`src/rtl/uart_pkg.sv`:
```
// rtl/uart_pkg.sv - shared UART constants and receiver state type
package uart_pkg;

    localparam int BAUD_DIV_DEFAULT = 5208;

    typedef enum logic [1:0] {
        IDLE,
        START,
        DATA,
        STOP
    } rx_state_t;

endpackage

```
`src/rtl/uart_rx_sync.sv`:
```
// rtl/uart_rx_sync.sv - two-flop RX synchroniser with previous-value flop for edge detection
module rx_sync (
    input  logic clk,
    input  logic rst,
    input  logic rx,
    output logic rx_s,
    output logic fall
);

    logic meta;
    logic sync;
    logic prev;

    // Flops reset high so an idle line never looks like a start edge out of reset.
    always_ff @(posedge clk or posedge rst) begin
        if (rst) begin
            meta <= 1'b1;
            sync <= 1'b1;
            prev <= 1'b1;
        end else begin
            meta <= rx;
            sync <= meta;
            prev <= sync;
        end
    end

    assign rx_s = sync;
    assign fall = prev & ~sync;

endmodule

```
`src/rtl/uart_rx.sv`:
```
// rtl/uart_rx.sv - 8N1 UART receiver with centre sampling, sticky rdy and framing error flag
module uart_rx #(
    parameter int BAUD_DIV = uart_pkg::BAUD_DIV_DEFAULT
) (
    input  logic       clk,
    input  logic       rst,
    input  logic       RX,
    input  logic       clr_rdy,
    output logic [7:0] rx_data,
    output logic       rdy,
    output logic       frm_err
);

    import uart_pkg::*;

    localparam int CW = $clog2(BAUD_DIV);
    localparam logic [CW-1:0] HALF = CW'(BAUD_DIV / 2 - 1);
    localparam logic [CW-1:0] FULL = CW'(BAUD_DIV - 1);

    logic rx_s;
    logic fall;

    rx_sync u_sync (
        .clk  (clk),
        .rst  (rst),
        .rx   (RX),
        .rx_s (rx_s),
        .fall (fall)
    );

    rx_state_t     state,   state_next;
    logic [CW-1:0] cnt,     cnt_next;
    logic [3:0]    bit_cnt, bit_next;
    logic [7:0]    shift,   shift_next;
    logic [7:0]    data_next;
    logic          rdy_next;
    logic          err_next;

    always_ff @(posedge clk or posedge rst) begin
        if (rst) begin
            state   <= IDLE;
            cnt     <= '0;
            bit_cnt <= '0;
            shift   <= '0;
            rx_data <= '0;
            rdy     <= 1'b0;
            frm_err <= 1'b0;
        end else begin
            state   <= state_next;
            cnt     <= cnt_next;
            bit_cnt <= bit_next;
            shift   <= shift_next;
            rx_data <= data_next;
            rdy     <= rdy_next;
            frm_err <= err_next;
        end
    end

    always_comb begin
        state_next = state;
        cnt_next   = cnt;
        bit_next   = bit_cnt;
        shift_next = shift;
        data_next  = rx_data;
        err_next   = frm_err;
        rdy_next   = rdy & ~clr_rdy;
        case (state)
            IDLE: begin
                if (fall) begin
                    cnt_next   = HALF;
                    rdy_next   = 1'b0;
                    state_next = START;
                end
            end
            START: begin
                if (cnt == '0) begin
                    // A start bit that is high again at its centre was a glitch.
                    if (rx_s) begin
                        state_next = IDLE;
                    end else begin
                        cnt_next   = FULL;
                        bit_next   = 4'd0;
                        state_next = DATA;
                    end
                end else begin
                    cnt_next = cnt - 1'b1;
                end
            end
            DATA: begin
                if (cnt == '0) begin
                    shift_next = {rx_s, shift[7:1]};
                    cnt_next   = FULL;
                    bit_next   = bit_cnt + 4'd1;
                    if (bit_cnt == 4'd7) begin
                        state_next = STOP;
                    end
                end else begin
                    cnt_next = cnt - 1'b1;
                end
            end
            STOP: begin
                if (cnt == '0) begin
                    data_next  = shift;
                    state_next = IDLE;
                    // Setting rdy overrides a simultaneous clr_rdy.
                    if (rx_s) begin
                        rdy_next = 1'b1;
                        err_next = 1'b0;
                    end else begin
                        err_next = 1'b1;
                    end
                end else begin
                    cnt_next = cnt - 1'b1;
                end
            end
            default: state_next = IDLE;
        endcase
    end

endmodule

```
`config.mk`:
```
export PLATFORM = sky130hd
export DESIGN_NAME = uart_rx
export DESIGN_NICKNAME = d
export VERILOG_FILES = /design/src/rtl/uart_pkg.sv /design/src/rtl/uart_rx_sync.sv /design/src/rtl/uart_rx.sv
export SDC_FILE = /design/constraint.sdc
export NUM_CORES = 1
export LEC_CHECK = 0
export ABC_AREA = 0
export BUFFER_PORTS_ARGS = -buffer_cell sky130_fd_sc_hd__buf_2
export CAP_MARGIN = 25
export CORE_ASPECT_RATIO = 1.4
export CORE_UTILIZATION = 47
export DETAILED_ROUTE_END_ITERATION = 8
export PLACE_DENSITY = 0.67
export SLEW_MARGIN = 20
export SYNTH_ARGS = -nofsm -noshare
export SYNTH_HDL_FRONTEND = slang
export SYNTH_SLANG_ARGS = --single-unit
```
`constraint.sdc`:
```
create_clock -name clk -period 2.2 [get_ports clk]
set_input_delay 0.22 -clock clk [delete_from_list [all_inputs] [get_ports clk]]
set_output_delay 0.22 -clock clk [all_outputs]
set_load 0.005 [all_outputs]
```
==> metrics.md <==
| Metric | Value |
|---|---|
| Status | finished clean |
| Fmax | 0.476 GHz |
| Syn Nets | 222 |
| Post-synth ARST share | 100% |
| Critical Path AT | 2.29 ns |
| Worst setup path endpoint | rx_data[4]$_DFFE_PP0P_ |
| GRT Total Usage | 21.1% |
| Number of stages on the worst setup path | 7 |
| Max Root-Sink Buffers | 2 |
| IO Port Bufs | 13 |
| Vias per cell | 5.56 |
| CP Max Fanout | 10 |
| Cell count after synthesis | 211 |
| Setup Skew | 0.00618 ns |
| Min Tclk post-route | 2.10 ns |
| P_leak | 1.24 nW |
| Die area | 4880 um2 |
| Slew margin rel. | 55.9% |
| Dpl hpwl | 3200 um |
| Nets | 253 |
| Maxcap violations | 0 |
| Ys Warns | 0 |
| CP bufs+invs | 2 |
| Setup-failing EPs final | 0 |
| Core area | 4310 um2 |
| Total CTS buffers | 5 |
| Worst r2r dst | rx_data[4]$_DFFE_PP0P_ |
| Final Core Density | 58.6% |
| Clock power frac | 19.6% |
| Htree depth | 2 |
| Hold Vio Cnt, Final | 0 |
| Synthesized cell area | 2160 um2 |
| CP Launch Type | register |
| Ys flop type | dfrtp_1 |
| Clk_lat worst skew | 0.30 ns |
| Share of cells above drive strength 1 | 30.5% |
| VDD IR max | 0.676 mV |
| Die W | 59.3 um |
| First-pass GRT wire length | 7650 um |
| RSZ-0062 raised after global routing | false |
| Slowest-stage cell, CP | or4b_4 |
| Comb pwr share | 47.9% |
| # rows | 28 |
| Number of global-route vias before repair | 1634 |
| Final Max Slew Viols | 0 |
| CP endpoint kind | register |
| Initial Util | 50.2% |
| Leading cell types in the layout, fill and taps excluded | dfrtp_1 (37), o21ai_0 (19), buf_4 (18) |
| NetSw | 1.31 mW |
| Vias | 1686 |
| CP peak stage delay | 0.47 ns |
| Synthesis-stage register bit count | 40 |
| EDFF count, synth | 0 |
| Worst slew pin tran | 0.655 ns |
| Internal power | 1.84 mW |
| FF-to-FF setup slack | 0.10 ns |
| PwrDens | 1250 nW/um2 |
| # clock sinks | 40 |
| Critical path origin | cnt[0]$_DFFE_PP0P_ |
| Final Cycle Share | 95.5% |
| Seq/Total Area, Yosys | 46.5% |
| Worst r2r src | cnt[0]$_DFFE_PP0P_ |
| Routed wire per std cell | 14.9 um |
| Initial antenna violation count | 0 |
| TritonCTS clock tree | yes |
| Synth unique cells | 49 |
| Grt ovf | 0 |
| Fraction of power spent switching nets | 41.6% |
| Crit-path cells | inv_2 -> ha_2 -> or4b_4 -> nor4_4 -> buf_4 -> nand2_4 -> mux2_4 |
| Ant diodes | 0 |
| Reg clk slew, reported paths | 0.08 ns |
| Worst path top cell family by delay | simple AND/OR/NAND/NOR gates |
| Die H | 82.3 um |
| CTS root buffer | clkbuf_8 |
| DRT iter0 DRCs | 56 |
| Most common cell after layout, fill and taps aside | dfrtp_1 |
| Worst Reg2Reg Path Length in Cells | 7 |
| Hold crit path type | input pin to register |
| Hold path depth | 1 |
| TNS Setup | 0 ns |
| Post-CTS Hold Buffers | 0 |
| I/O pins | 14 |
| CP required | 2.39 ns |
| Layout area overhead | 16.8% |
| Mean Syn Cell Area | 10.2 um2 |
| WL final | 4510 um |
| Hold_ws | 0.0124 ns |
| Pin count of the biggest net entering global routing | 41 |
| Pwr Total | 3.16 mW |
| Antenna-violating nets left | 0 |
| Final GP Congestion | 0.883 |
| Residual DRC | 0 |
| CP Class | register to register |
| Seq pwr share | 32.5% |
| DR pass1 iterations | 4 |
## per-stage QoR
| step | cell area (um2) | setup slack, ns | std cells |
|---|---|---|---|
| after floorplan | 2160 | 0.168 | 211 |
| final | 2530 | 0.100 | 303 |
| after detailed placement | 2380 | 0.101 | 292 |
| after global placement | 2380 | 0.137 | 292 |
| after CTS | 2490 | 0.0756 | 300 |
| after global routing | 2530 | 0.0136 | 303 |
## worst reg2reg max path, stage by stage (launching register included)
cell and delay, ns:
dfrtp_1 0.41, inv_2 0.09, ha_2 0.19, or4b_4 0.47, nor4_4 0.24, buf_4 0.16
nand2_4 0.11, mux2_4 0.32
## worst min-delay path by stage
stage / startpoint / end / slack [ns]
6_report: RX / u_sync.meta$_DFF_PP1_ / 0.01
5_1_grt: RX / u_sync.meta$_DFF_PP1_ / 0.004
4_1_cts: RX / u_sync.meta$_DFF_PP1_ / 0.009
3_5_place_dp: RX / u_sync.meta$_DFF_PP1_ / 0.33
3_3_place_gp: RX / u_sync.meta$_DFF_PP1_ / 0.33
2_1_floorplan: RX / u_sync.meta$_DFF_PP1_ / 0.22
## cell type report
cell class	count	area, um2
Inverter	10	37.5
Clock buffer	5	68.8
Multi-Input combinational cell	154	1090
Sequential cell	40	1000
Timing Repair Buffer	31	200
Tap cell	60	75.1
Clock inverter	3	46.3
Fill cell	377	1780
## state kept, by name, indices dropped and copies added, names as in the netlist, named ones only
register / cells
rdy: 1
shift: 8
frm_err: 1
bit_cnt: 4
cnt: 13
state: 1
rx_data: 8
u_sync.meta: 1
u_sync.rx_s: 1
u_sync.prev: 1
## synth_stat cells, types with 2 or more instances
library cell	number	share of area, %
dfrtp_1	37	43
o21ai_0	19	4.4
nand2_1	16	2.8
nor2_1	16	2.8
a21oi_1	12	2.8
inv_1	10	1.7
nor3_1	10	2.3
mux2_2	8	4.2
mux2_4	8	5.6
nand3_1	8	1.9
ha_1	7	4.1
nor4_1	5	1.4
nand4_1	4	1.2
clkbuf_1	3	0.52
dfstp_2	3	3.6
o31ai_1	3	1.0
a21boi_0	2	0.69
a21o_1	2	0.69
a22o_1	2	0.81
a31oi_1	2	0.58
and2_1	2	0.58
buf_4	2	0.69
nand2_4	2	1.0
nor2b_1	2	0.58
or2_2	2	0.58
## per-layer routing
layer | GRT usage [%] | vias to the layer above | share of wire [%]
li1 | - | 834 | -
met1 | 26.7 | 795 | 47
met2 | 33.8 | 43 | 47
met3 | 3.89 | 14 | 3.4
met4 | 11.0 | 0 | 3.2
met5 | 0 | - | 0
## cell families (layout without fill, tap and decap cells)
kind of cell / count (synthesis) / in the layout / share of synthesized area [%]
AOI/OAI and AO/OA: 52 / 52 / 14.8
buffers and inverters: 17 / 49 / 3.47
adders and majority gates: 7 / 7 / 4.05
and+or+nand+nor: 78 / 78 / 21.0
DFF: 40 / 40 / 46.5
muxes: 17 / 17 / 10.2
## repair_timing
action	4_1_cts	5_1_grt
gates resized for setup	0	5
endpoints found under the hold margin	0	0
setup buffers	0	3
setup endpoints to repair	0	9
## power by group through the flow
| stage | Clock, mW | Sequential [mW] | Combinational (mW) |
|---|---|---|---|
| after CTS | 0.639 | 1.02 | 1.46 |
| final | 0.619 | 1.03 | 1.51 |
| after global placement | 0 | 1.03 | 1.46 |
| after detailed placement | 0 | 1.04 | 1.45 |
| after global routing | 0.671 | 1.04 | 1.69 |
| after floorplan | 0 | 0.992 | 1.05 |
Power figures use the tool's default switching activity.
